`src/rtl/decode_in_capture_pkg.sv`:
```
// Shared types and constants for the decode-stage input capture block.
// Record layout: {enable, instr, npc, ts}, MSB first.
package decode_in_capture_pkg;

    localparam int unsigned REC_DATA_W = 16;
    localparam int unsigned REC_TS_W   = 32;
    localparam logic [7:0]  OVF_MAX    = 8'd255;

    typedef enum logic [1:0] {
        ENABLED = 2'b00,
        ALL     = 2'b01,
        CHANGE  = 2'b10
    } capture_mode_e;

    typedef struct packed {
        logic                  enable;
        logic [REC_DATA_W-1:0] instr;
        logic [REC_DATA_W-1:0] npc;
        logic [REC_TS_W-1:0]   ts;
    } decode_in_rec_t;

endpackage

```
`src/rtl/decode_in_capture_if.sv`:
```
// Monitored decode inputs, control and record drain port of decode_in_capture.
interface decode_in_capture_if #(
    parameter int unsigned DATA_W = 16,
    parameter int unsigned DEPTH  = 8,
    parameter int unsigned TS_W   = 32
);
    localparam int unsigned CNT_W = $clog2(DEPTH + 1);

    logic              clear;
    logic              capture_en;
    logic [1:0]        mode;
    logic              enable_decode;
    logic [DATA_W-1:0] Instr_dout;
    logic [DATA_W-1:0] npc_in;
    logic              rec_valid;
    logic              rec_ready;
    logic              rec_enable;
    logic [DATA_W-1:0] rec_instr;
    logic [DATA_W-1:0] rec_npc;
    logic [TS_W-1:0]   rec_ts;
    logic [CNT_W-1:0]  count;
    logic [7:0]        overflow_cnt;

    modport master (
        output clear, capture_en, mode, enable_decode, Instr_dout, npc_in, rec_ready,
        input  rec_valid, rec_enable, rec_instr, rec_npc, rec_ts, count, overflow_cnt
    );

    modport slave (
        input  clear, capture_en, mode, enable_decode, Instr_dout, npc_in, rec_ready,
        output rec_valid, rec_enable, rec_instr, rec_npc, rec_ts, count, overflow_cnt
    );

endinterface

```
`src/rtl/decode_in_capture_fifo.sv`:
```
// Generic synchronous FIFO: async active-low reset, sync clear, registered count.
// A write into a full FIFO is accepted only when a read happens in the same cycle.
module decode_in_capture_fifo #(
    parameter int unsigned DEPTH = 8,
    parameter int unsigned WIDTH = 8
) (
    input  logic                         clk,
    input  logic                         rst_n,
    input  logic                         clear_i,
    input  logic                         wr_en_i,
    input  logic [WIDTH-1:0]             wr_data_i,
    input  logic                         rd_en_i,
    output logic [WIDTH-1:0]             rd_data_o,
    output logic                         full_o,
    output logic                         empty_o,
    output logic [$clog2(DEPTH+1)-1:0]   count_o
);
    localparam int unsigned PTR_W = $clog2(DEPTH);
    localparam int unsigned CNT_W = $clog2(DEPTH + 1);

    logic [WIDTH-1:0] mem_q [DEPTH];
    logic [PTR_W-1:0] wr_ptr_q, wr_ptr_d;
    logic [PTR_W-1:0] rd_ptr_q, rd_ptr_d;
    logic [CNT_W-1:0] count_q, count_d;
    logic             do_wr, do_rd;

    assign full_o  = (count_q == CNT_W'(DEPTH));
    assign empty_o = (count_q == '0);
    assign count_o = count_q;

    // Head is forced to zero when empty so stale storage never leaks out
    assign rd_data_o = empty_o ? '0 : mem_q[rd_ptr_q];

    assign do_rd = rd_en_i && !empty_o && !clear_i;
    assign do_wr = wr_en_i && (!full_o || do_rd) && !clear_i;

    always_comb begin
        wr_ptr_d = wr_ptr_q;
        rd_ptr_d = rd_ptr_q;
        count_d  = count_q;
        if (clear_i) begin
            wr_ptr_d = '0;
            rd_ptr_d = '0;
            count_d  = '0;
        end else begin
            if (do_wr) wr_ptr_d = wr_ptr_q + 1'b1;
            if (do_rd) rd_ptr_d = rd_ptr_q + 1'b1;
            if (do_wr && !do_rd)      count_d = count_q + 1'b1;
            else if (!do_wr && do_rd) count_d = count_q - 1'b1;
        end
    end

    always_ff @(posedge clk or negedge rst_n) begin
        if (!rst_n) begin
            wr_ptr_q <= '0;
            rd_ptr_q <= '0;
            count_q  <= '0;
        end else begin
            wr_ptr_q <= wr_ptr_d;
            rd_ptr_q <= rd_ptr_d;
            count_q  <= count_d;
        end
    end

    always_ff @(posedge clk) begin
        if (do_wr) mem_q[wr_ptr_q] <= wr_data_i;
    end

endmodule

```
`src/rtl/decode_in_capture.sv`:
```
// Decode-stage input capture: qualifies samples by mode, timestamps them and
// buffers them in a FIFO drained through a valid/ready record port.
module decode_in_capture
    import decode_in_capture_pkg::*;
#(
    parameter int unsigned DATA_W = 16,
    parameter int unsigned DEPTH  = 8,
    parameter int unsigned TS_W   = 32
) (
    input  logic              clock,
    input  logic              reset,
    decode_in_capture_if.slave bus
);
    localparam int unsigned REC_W = 1 + 2 * DATA_W + TS_W;

    logic [TS_W-1:0]   ts_q;
    logic [7:0]        ovf_q, ovf_d;
    logic [DATA_W-1:0] last_instr_q, last_instr_d;
    logic [DATA_W-1:0] last_npc_q, last_npc_d;
    logic              last_vld_q, last_vld_d;

    capture_mode_e     mode_sel;
    logic              mode_hit, qualify, pop, push, drop;
    logic              full, empty;
    logic [REC_W-1:0]  wr_rec, rd_rec;

    always_comb begin
        unique case (bus.mode)
            2'b01:   mode_sel = ALL;
            2'b10:   mode_sel = CHANGE;
            default: mode_sel = ENABLED;
        endcase
    end

    always_comb begin
        mode_hit = bus.enable_decode;
        unique case (mode_sel)
            ALL:     mode_hit = 1'b1;
            CHANGE:  mode_hit = bus.enable_decode &&
                                (!last_vld_q || bus.Instr_dout != last_instr_q ||
                                 bus.npc_in != last_npc_q);
            default: mode_hit = bus.enable_decode;
        endcase
    end

    assign qualify = bus.capture_en && mode_hit;
    assign pop     = !empty && bus.rec_ready;
    assign push    = qualify && (!full || pop) && !bus.clear;
    assign drop    = qualify && full && !pop && !bus.clear;

    // Only an accepted push moves the CHANGE reference; drops leave it alone
    always_comb begin
        ovf_d        = ovf_q;
        last_instr_d = last_instr_q;
        last_npc_d   = last_npc_q;
        last_vld_d   = last_vld_q;
        if (bus.clear) begin
            ovf_d      = '0;
            last_vld_d = 1'b0;
        end else begin
            if (drop && ovf_q != OVF_MAX) ovf_d = ovf_q + 1'b1;
            if (push) begin
                last_instr_d = bus.Instr_dout;
                last_npc_d   = bus.npc_in;
                last_vld_d   = 1'b1;
            end
        end
    end

    always_ff @(posedge clock or negedge reset) begin
        if (!reset) begin
            ts_q         <= '0;
            ovf_q        <= '0;
            last_instr_q <= '0;
            last_npc_q   <= '0;
            last_vld_q   <= 1'b0;
        end else begin
            ts_q         <= ts_q + 1'b1;
            ovf_q        <= ovf_d;
            last_instr_q <= last_instr_d;
            last_npc_q   <= last_npc_d;
            last_vld_q   <= last_vld_d;
        end
    end

    assign wr_rec = {bus.enable_decode, bus.Instr_dout, bus.npc_in, ts_q};

    decode_in_capture_fifo #(
        .DEPTH (DEPTH),
        .WIDTH (REC_W)
    ) u_fifo (
        .clk       (clock),
        .rst_n     (reset),
        .clear_i   (bus.clear),
        .wr_en_i   (push),
        .wr_data_i (wr_rec),
        .rd_en_i   (pop),
        .rd_data_o (rd_rec),
        .full_o    (full),
        .empty_o   (empty),
        .count_o   (bus.count)
    );

    assign bus.rec_valid    = !empty;
    assign bus.rec_enable   = rd_rec[REC_W-1];
    assign bus.rec_instr    = rd_rec[TS_W+2*DATA_W-1 -: DATA_W];
    assign bus.rec_npc      = rd_rec[TS_W+DATA_W-1 -: DATA_W];
    assign bus.rec_ts       = rd_rec[TS_W-1:0];
    assign bus.overflow_cnt = ovf_q;

endmodule
```
`src/flat_wrapper.sv`:
```
// flat-port wrapper written by rule: the top's interface ports become plain ports
module decode_in_capture_flat import decode_in_capture_pkg::*;
#(
    parameter int unsigned DATA_W = 16,
    parameter int unsigned DEPTH  = 8,
    parameter int unsigned TS_W   = 32
)
  (clock, reset, bus_clear, bus_capture_en, bus_mode, bus_enable_decode, bus_Instr_dout, bus_npc_in, bus_rec_ready, bus_rec_valid, bus_rec_enable, bus_rec_instr, bus_rec_npc, bus_rec_ts, bus_count, bus_overflow_cnt);
  decode_in_capture_if #(.DATA_W(DATA_W), .DEPTH(DEPTH), .TS_W(TS_W)) bus_i ();
  input  logic clock;
  input  logic reset;
  input wire logic [$bits(bus_i.clear)-1:0] bus_clear;
  input wire logic [$bits(bus_i.capture_en)-1:0] bus_capture_en;
  input wire logic [$bits(bus_i.mode)-1:0] bus_mode;
  input wire logic [$bits(bus_i.enable_decode)-1:0] bus_enable_decode;
  input wire logic [$bits(bus_i.Instr_dout)-1:0] bus_Instr_dout;
  input wire logic [$bits(bus_i.npc_in)-1:0] bus_npc_in;
  input wire logic [$bits(bus_i.rec_ready)-1:0] bus_rec_ready;
  output wire logic [$bits(bus_i.rec_valid)-1:0] bus_rec_valid;
  output wire logic [$bits(bus_i.rec_enable)-1:0] bus_rec_enable;
  output wire logic [$bits(bus_i.rec_instr)-1:0] bus_rec_instr;
  output wire logic [$bits(bus_i.rec_npc)-1:0] bus_rec_npc;
  output wire logic [$bits(bus_i.rec_ts)-1:0] bus_rec_ts;
  output wire logic [$bits(bus_i.count)-1:0] bus_count;
  output wire logic [$bits(bus_i.overflow_cnt)-1:0] bus_overflow_cnt;
  assign bus_i.clear = bus_clear;
  assign bus_i.capture_en = bus_capture_en;
  assign bus_i.mode = bus_mode;
  assign bus_i.enable_decode = bus_enable_decode;
  assign bus_i.Instr_dout = bus_Instr_dout;
  assign bus_i.npc_in = bus_npc_in;
  assign bus_i.rec_ready = bus_rec_ready;
  assign bus_rec_valid = bus_i.rec_valid;
  assign bus_rec_enable = bus_i.rec_enable;
  assign bus_rec_instr = bus_i.rec_instr;
  assign bus_rec_npc = bus_i.rec_npc;
  assign bus_rec_ts = bus_i.rec_ts;
  assign bus_count = bus_i.count;
  assign bus_overflow_cnt = bus_i.overflow_cnt;
  decode_in_capture #(.DATA_W(DATA_W), .DEPTH(DEPTH), .TS_W(TS_W)) u_core (.clock(clock), .reset(reset), .bus(bus_i));
endmodule
```
`config.mk`:
```
export PLATFORM = sky130hd
export DESIGN_NAME = decode_in_capture_flat
export DESIGN_NICKNAME = d
export VERILOG_FILES = /design/src/rtl/decode_in_capture_pkg.sv /design/src/rtl/decode_in_capture_if.sv /design/src/rtl/decode_in_capture_fifo.sv /design/src/rtl/decode_in_capture.sv /design/src/flat_wrapper.sv
export SDC_FILE = /design/constraint.sdc
export NUM_CORES = 1
export LEC_CHECK = 0
export BUFFER_PORTS_ARGS = -buffer_cell sky130_fd_sc_hd__buf_2
export CAP_MARGIN = 0
export CORE_ASPECT_RATIO = 1.25
export CORE_MARGIN = 4
export CORE_UTILIZATION = 61
export DETAILED_ROUTE_END_ITERATION = 12
export PLACE_DENSITY = 0.83
export RECOVER_POWER = 100
export SETUP_SLACK_MARGIN = 0.1
export SLEW_MARGIN = 20
export SYNTH_ARGS = -nofsm -noshare
export SYNTH_HDL_FRONTEND = slang
export SYNTH_SLANG_ARGS = --single-unit
export TNS_END_PERCENT = 5
```
`constraint.sdc`:
```
create_clock -name clock -period 10.3 [get_ports clock]
set_clock_uncertainty 0.15 [all_clocks]
set_input_delay 1.545 -clock clock [delete_from_list [all_inputs] [get_ports clock]]
set_output_delay 1.545 -clock clock [all_outputs]
set_load 0.05 [all_outputs]
```
==> impl_metrics.env, run 1 <==
export IMPL_track_usage=0.233
export IMPL_insertion_delay_ns=0.57
export IMPL_crit_chain="clkbuf_1, mux4_2, mux2i_1, nor2_1, buf_2"
export IMPL_die_h_um=229
export IMPL_rr_endpoint="u_core.u_fifo.mem_q[3][34]$_DFFE_PP_"
export IMPL_cts_root_buf="clkbuf_16"
export IMPL_startpoint_type="register"
export IMPL_synth_seq_cells=603
export IMPL_io_pins=118
export IMPL_power_switching_mw=2.07
export IMPL_vias_per_cell=6.33
export IMPL_routed_wirelength_um=47900
export IMPL_arrival_ns=5.72
export IMPL_run_status="finished, violations left"
export IMPL_hold_depth=1
export IMPL_p_clk_frac=0.307
export IMPL_violations="max-capacitance violations, max-slew violations"
export IMPL_yosysSeqAreaShare=0.741
export IMPL_fin_crit_sh=0.720
export IMPL_clk_path_buf_depth=3
export IMPL_fin_setup_tns_ns=0
export IMPL_worstMarginPinSlew_ns=3.55
export IMPL_period_minus_slack_ns=7.42
export IMPL_final_max_slew_violation_count=671
export IMPL_h_tree_depth=2
export IMPL_post_route_drc_count=0
export IMPL_worstPathBufferInverterCount=2
export IMPL_multi_input_area_um2=5800
export IMPL_slew_limit_headroom=-1.37
export IMPL_ctsResizeCount=0
export IMPL_routedWlPerCell_um=25.6
export IMPL_path_class="reg -> out"
export IMPL_dieArea_um2=42400
export IMPL_first_global_vias=12800
export IMPL_end_kind="output port"
export IMPL_vias=11800
export IMPL_synth_simple_gate_area_frac=0.0417
export IMPL_ant_nets=0
export IMPL_synthToLayoutAreaGrowth_pct=11.1
export IMPL_hp_class="reg -> reg"
export IMPL_fmax_mhz=135
export IMPL_hold_viol_final=0
export IMPL_yosysTopAreaCellShare=0.654
export IMPL_grt_max_degree=103
export IMPL_drt_pass1_iterations=5
export IMPL_timing_rr_start="u_core.last_instr_q[0]$_DFFE_PN0P_"
export IMPL_regArea_um2=17700
export IMPL_core_area_um2=38400
export IMPL_port_buffers=117
export IMPL_drive_above_1_share=0.199
export IMPL_hold_start="u_core.last_npc_q[1]$_DFFE_PN0P_"
export IMPL_critical_path_max_stage_delay_ns=2.24
export IMPL_p_int_mw=4.43
export IMPL_yosys_area_top_type="edfxtp_1"
export IMPL_grt_overflow=0
export IMPL_postCtsSetupBuffers=0
export IMPL_powerDensity_nw_per_um2=245
export IMPL_whs_endpoint="u_core.last_npc_q[1]$_DFFE_PN0P_"
export IMPL_post_dp_hpwl_um=25300
export IMPL_start_util=0.621
export IMPL_synth_compound_area_share=0.00660
export IMPL_gp_congestion=0.748
export IMPL_synth_top_family_by_area="multiplexers"
export IMPL_ys_flop_type="edfxtp_1"
export IMPL_synth_xor_area_frac=0.0249
export IMPL_nFillCells=2365
export IMPL_synth_edf_count=520
export IMPL_clk_pin_slew_ns=0.06
export IMPL_drt_iter0_drc=1192
export IMPL_cp_slowest_cell="clkbuf_1"
export IMPL_final_cells=1868
export IMPL_ys_warn_count=0
export IMPL_reg2reg_depth=9
export IMPL_p_seq_frac=0.432
export IMPL_required_ns=8.61
export IMPL_syn_cell_area_um2=23900
export IMPL_finalSetupViolations=0
export IMPL_grt_pass1_wl_um=75700
export IMPL_cts_hold_buffers_added=0
export IMPL_nets=1381
export IMPL_synth_area_mux_share=0.168
export IMPL_cts_tree="yes"
export IMPL_antenna_found_initial=3
export IMPL_synthAdderAreaFrac=0.00503
export IMPL_dp_cells=1770
export IMPL_syn_nets=1241
export IMPL_synthArstFlopShare=0.138
export IMPL_critPathTopFamily="buffers and inverters"
export IMPL_rsz0062_at_grt="no"
export IMPL_ff2ff_setup_slack_ns=4.01
export IMPL_cts_buffers=52
export IMPL_ys_types=49
export IMPL_combinationalPowerShare=0.261
export IMPL_drv_cap=18
export IMPL_final_util=0.690
export IMPL_p_leak_nw=8.78
export IMPL_rows=80
export IMPL_irDropWorstVdd_v=0.000189
export IMPL_synthCells=1192
export IMPL_synthTopCellsByArea="edfxtp_1 65%, mux4_2 12%, dfrtp_1 8.7%"
export IMPL_power_mw=6.49
export IMPL_clkSinkCount=603
export IMPL_cp_max_fo=50
export IMPL_p_sw_frac=0.318
export IMPL_synth_avg_cell_area_um2=20.0
export IMPL_die_width_um=185
[sequential cells by signal, summed over array words and instances, names as in the netlist]
name,count
u_core.u_fifo.mem_q,520
u_core.ts_q,32
u_core.last_instr_q,16
u_core.last_npc_q,16
u_core.bus.overflow_cnt,8
u_core.u_fifo.count_o,4
u_core.u_fifo.rd_ptr_q,3
u_core.u_fifo.wr_ptr_q,3
u_core.last_vld_q,1
[Yosys cell counts (2+ instances only)]
cell type and count:
a21oi_1 13, and2_1 2, and3_1 3, and3_2 2
and4_1 6, buf_1 13, buf_2 15, buf_6 4
clkbuf_1 21, dfrtp_1 83, edfxtp_1 520, ha_1 8
inv_1 12, mux2_2 18, mux2_4 14, mux2i_1 68
mux4_2 130, nand2_1 26, nand3_1 13, nand3_2 2
nand4_1 19, nor2_1 83, nor3_1 7, nor3b_1 3
nor4_2 2, nor4b_1 2, nor4bb_1 2, o21ai_0 9
or3_1 6, xnor2_1 57, xor2_1 11
[worst max-delay path by stage]
stage | cells past startpoint | from | endpoint | slack [ns]
after floorplan | 10 | bus_mode[0] | u_core.u_fifo.mem_q[4][0]$_DFFE_PP_ | 0.51
after global placement | 11 | bus_mode[0] | u_core.u_fifo.mem_q[6][23]$_DFFE_PP_ | 5.19
after detailed placement | 11 | bus_mode[0] | u_core.u_fifo.mem_q[6][20]$_DFFE_PP_ | 5.17
after CTS | 5 | u_core.u_fifo.rd_ptr_q[0]$_DFFE_PN0P_ | bus_rec_ts[14] | 5.06
after global routing | 5 | u_core.u_fifo.rd_ptr_q[1]$_DFFE_PN0P_ | bus_rec_ts[0] | 2.49
final | 5 | u_core.u_fifo.rd_ptr_q[1]$_DFFE_PN0P_ | bus_rec_ts[14] | 2.88
[layout make-up]
type,count,area share
Clock inverter,23,0.0100
Multi-Input combinational cell,524,0.218
Clock buffer,73,0.0570
Tap cell,492,0.0232
Antenna cell,2,0.000189
Sequential cell,603,0.667
Timing Repair Buffer,139,0.0225
Inverter,12,0.00170
[power by group through the flow]
stage / Sequential [mW] / Combinational (mW) / Clock, mW
6_report: 2.81 / 1.69 / 1.99
5_1_grt: 2.82 / 1.81 / 2.13
3_5_place_dp: 2.86 / 1.73 / 0
3_3_place_gp: 2.86 / 1.71 / 0
4_1_cts: 2.81 / 1.75 / 2.02
2_1_floorplan: 2.82 / 1.37 / 0
[worst reg2reg max path: stages (launching register included)]
cell      delay [ns]
dfrtp_1         0.41
xnor2_1         0.17
nand4_1         0.14
nor3_1          0.11
and4_1          0.27
nor4_1          0.29
clkbuf_1        1.55
nand2_1         0.30
nor3b_1         0.37
clkbuf_1        2.07
[layout by cell type (no fill, tap or decap), types with 3 or more instances in the layout]
cell type / count
edfxtp_1: 520
mux4_2: 130
clkbuf_1: 110
nor2_1: 83
dfrtp_1: 82
mux2i_1: 68
xnor2_1: 57
clkbuf_16: 53
buf_2: 32
nand2_1: 26
nand4_1: 19
mux2_2: 17
mux2_1: 15
nand3_1: 14
a21oi_1: 13
inv_1: 12
xor2_1: 11
clkbuf_8: 11
o21ai_0: 9
ha_1: 8
clkinv_2: 8
nor3_1: 7
and4_1: 7
or3_1: 7
bufinv_16: 6
clkinv_1: 6
buf_4: 5
nor4_1: 4
and3_1: 4
nor3b_1: 3
clkinvlp_4: 3
[metrics by stage]
| stage | instance area [um2] | setup slack, ns | hold slack, ns |
|---|---|---|---|
| final | 26500 | 2.88 | 0.361 |
| after global routing | 26500 | 2.49 | 0.373 |
| after CTS | 26900 | 5.06 | 0.383 |
| after detailed placement | 25100 | 5.17 | 0.367 |
| after global placement | 25100 | 5.19 | 0.362 |
| after floorplan | 23900 | 0.514 | 0.331 |
[routing by layer]
| metal | routed length, um | track usage | vias up |
|---|---|---|---|
| li1 | - | - | 5041 |
| met1 | 19000 | 0.329 | 6194 |
| met2 | 24600 | 0.380 | 488 |
| met3 | 2790 | 0.0359 | 104 |
| met4 | 1530 | 0.0805 | 2 |
| met5 | 14 | 0 | - |
[kinds of logic (layout without fill, tap and decap cells)]
family	Yosys count	in the layout
xor+xnor	68	68
compound gates	27	27
mux	230	230
flops	603	603
buf+inv	65	247
simple gates	190	190
other cells	0	2
fa+ha+maj	9	9
Power figures use the tool's default switching activity.
==> inputs of run 2 (changes only) <==
==> constraint.sdc (replaced) <==
create_clock -name clock -period 7.31 [get_ports clock]
set_clock_uncertainty 0.15 [all_clocks]
set_input_delay 1.0965 -clock clock [delete_from_list [all_inputs] [get_ports clock]]
set_output_delay 1.0965 -clock clock [all_outputs]
set_load 0.05 [all_outputs]
==> run 2 against run 1 <==
  * The run still ends with max-capacitance violations, max-slew violations left
  * Sequential power increased by 41%
  * Utilization decreased by 0.27 points
  * Via count decreased by 0.26%
  * Register-to-register slack got worse by 2.2 ns
  * Clock power increased by 35%
  * Power increased by 38%
  * Final area decreased by 0.39%
  * Non-clock buffer count increased by 2
  * Largest power group unchanged
==> impl_metrics.env, run 2 (synthesis results as in run 1) <==
export IMPL_finalSetupViolations=0
export IMPL_start_util=0.621
export IMPL_clk_path_buf_depth=3
export IMPL_p_seq_frac=0.441
export IMPL_irDropWorstVdd_v=0.000246
export IMPL_whs_endpoint="u_core.last_npc_q[9]$_DFFE_PN0P_"
export IMPL_period_minus_slack_ns=5.89
export IMPL_violations="max-capacitance violations, max-slew violations"
export IMPL_timing_rr_start="u_core.u_fifo.count_o[0]$_DFFE_PN0P_"
export IMPL_run_status="finished, violations left"
export IMPL_vias_per_cell=6.31
export IMPL_drv_cap=9
export IMPL_final_max_slew_violation_count=308
export IMPL_insertion_delay_ns=0.57
export IMPL_gp_congestion=0.753
export IMPL_path_class="reg -> out"
export IMPL_critical_path_max_stage_delay_ns=2.42
export IMPL_drt_pass1_iterations=5
export IMPL_ctsResizeCount=0
export IMPL_hold_depth=1
export IMPL_antenna_found_initial=4
export IMPL_crit_chain="buf_4, mux2i_1, nor2_1, clkbuf_1"
export IMPL_grt_max_degree=65
export IMPL_critPathTopFamily="flip-flops"
export IMPL_post_dp_hpwl_um=26100
export IMPL_route_met3_wl_um=3090
export IMPL_fin_setup_tns_ns=0
export IMPL_p_clk_frac=0.298
export IMPL_drive_above_1_share=0.180
export IMPL_clk_pin_slew_ns=0.06
export IMPL_hp_class="reg -> reg"
export IMPL_final_cells=1870
export IMPL_io_pins=118
export IMPL_slew_limit_headroom=-1.03
export IMPL_startpoint_type="register"
export IMPL_p_int_mw=6.07
export IMPL_required_ns=6.06
export IMPL_grt_overflow=0
export IMPL_die_h_um=229
export IMPL_fin_crit_sh=0.805
export IMPL_hold_viol_final=0
export IMPL_ant_nets=0
export IMPL_drt_iter0_drc=1115
export IMPL_highest_layer="met5"
export IMPL_die_width_um=185
export IMPL_fmax_mhz=170
export IMPL_power_switching_mw=2.93
export IMPL_largest_register="u_core.u_fifo.mem_q"
export IMPL_arrival_ns=4.64
export IMPL_rows=80
export IMPL_worstMarginPinSlew_ns=3.04
export IMPL_clkSinkCount=603
export IMPL_wl_met2_um=24800
export IMPL_cp_slowest_cell="dfrtp_1"
export IMPL_final_common_cell="edfxtp_1"
export IMPL_worstPathBufferInverterCount=2
export IMPL_p_leak_nw=8.67
export IMPL_nets=1382
export IMPL_cp_max_fo=44
export IMPL_end_kind="output port"
export IMPL_post_route_drc_count=0
export IMPL_routed_wirelength_um=48500
export IMPL_reg2reg_depth=12
export IMPL_p_sw_frac=0.325
export IMPL_vias=11800
export IMPL_h_tree_depth=2
export IMPL_core_area_um2=38400
export IMPL_cts_buffers=51
export IMPL_dp_cells=1772
export IMPL_cts_root_buf="clkbuf_16"
export IMPL_ff2ff_setup_slack_ns=1.78
export IMPL_first_global_vias=12800
export IMPL_cts_hold_buffers_added=0
export IMPL_rr_endpoint="u_core.u_fifo.count_o[3]$_DFFE_PN0P_"
export IMPL_powerDensity_nw_per_um2=340
export IMPL_port_buffers=117
export IMPL_dieArea_um2=42400
export IMPL_postCtsSetupBuffers=0
export IMPL_rsz0062_at_grt="no"
export IMPL_cts_tree="yes"
export IMPL_reg_top3="u_core.u_fifo.mem_q x520, u_core.ts_q x32"
export IMPL_grt_pass1_wl_um=75900
export IMPL_routedWlPerCell_um=25.9
export IMPL_hold_start="u_core.last_npc_q[9]$_DFFE_PN0P_"
export IMPL_track_usage=0.236
export IMPL_synthToLayoutAreaGrowth_pct=10.7
export IMPL_wl_met1_um=19100
export IMPL_largest_reg_flops=520
export IMPL_mostFrequentLayoutCells="520 x edfxtp_1, 141 x clkbuf_1, 130 x mux4_2"
export IMPL_combinationalPowerShare=0.262
[run 2: cell types whose count changed in the layout (fill, tap and decap cells not counted), moves of 3 or more]
| cell | delta |
|---|---|
| clkbuf_1 | +31 |
| buf_2 | -25 |
| buf_4 | +9 |
| clkinv_1 | -4 |
| bufinv_16 | -3 |
| clkbuf_8 | -3 |
| clkinvlp_4 | -3 |
[run 2: cell type report]
type | instances | area [um2]
sequential | 603 | 17700
fill | 2372 | 12000
multi-input combinational | 524 | 5800
clock buffer | 83 | 1520
tap | 492 | 616
timing repair buffer | 141 | 607
clock inverter | 12 | 133
inverter | 12 | 45.0
antenna | 3 | 7.51
[run 2: how the worst max path moves through the flow]
stage	from	end	slack (ns)	cells after the start
3_3_place_gp	bus_mode[0]	u_core.u_fifo.mem_q[1][19]$_DFFE_PP_	2.58	12
3_5_place_dp	bus_mode[0]	u_core.u_fifo.mem_q[1][23]$_DFFE_PP_	2.47	12
2_1_floorplan	bus_mode[0]	u_core.u_fifo.mem_q[4][0]$_DFFE_PP_	-2.03	10
5_1_grt	reset	u_core.u_fifo.rd_ptr_q[0]$_DFFE_PN0P_	1.27	2
4_1_cts	u_core.u_fifo.rd_ptr_q[0]$_DFFE_PN0P_	bus_rec_ts[30]	2.61	5
6_report	u_core.u_fifo.rd_ptr_q[2]$_DFFE_PN0P_	bus_rec_ts[14]	1.42	4
[run 2: through the flow]
| stage | hold WS, ns | total power, mW | utilization | setup slack, ns | instance area, um2 |
|---|---|---|---|---|---|
| after floorplan | 0.331 | 5.91 | - | -2.03 | 23900 |
| after global placement | 0.361 | 6.44 | 0.653 | 2.58 | 25100 |
| after detailed placement | 0.366 | 6.48 | 0.653 | 2.47 | 25100 |
| after CTS | 0.384 | 9.15 | 0.696 | 2.61 | 26800 |
| after global routing | 0.386 | 9.35 | 0.688 | 1.27 | 26400 |
| final | 0.365 | 8.99 | 0.688 | 1.42 | 26400 |
[run 2: power by group through the flow]
stage,registers [mW],clock network (mW),logic [mW]
after floorplan,3.98,0,1.93
after global placement,4.03,0,2.42
after detailed placement,4.04,0,2.45
after CTS,3.97,2.71,2.47
after global routing,3.98,2.86,2.51
final,3.96,2.68,2.35
[run 2: metal layers]
layer | vias to the layer above | track usage
li1 | 5036 | -
met1 | 6173 | 0.326
met2 | 486 | 0.389
met3 | 101 | 0.0413
met4 | 2 | 0.0773
met5 | - | 0
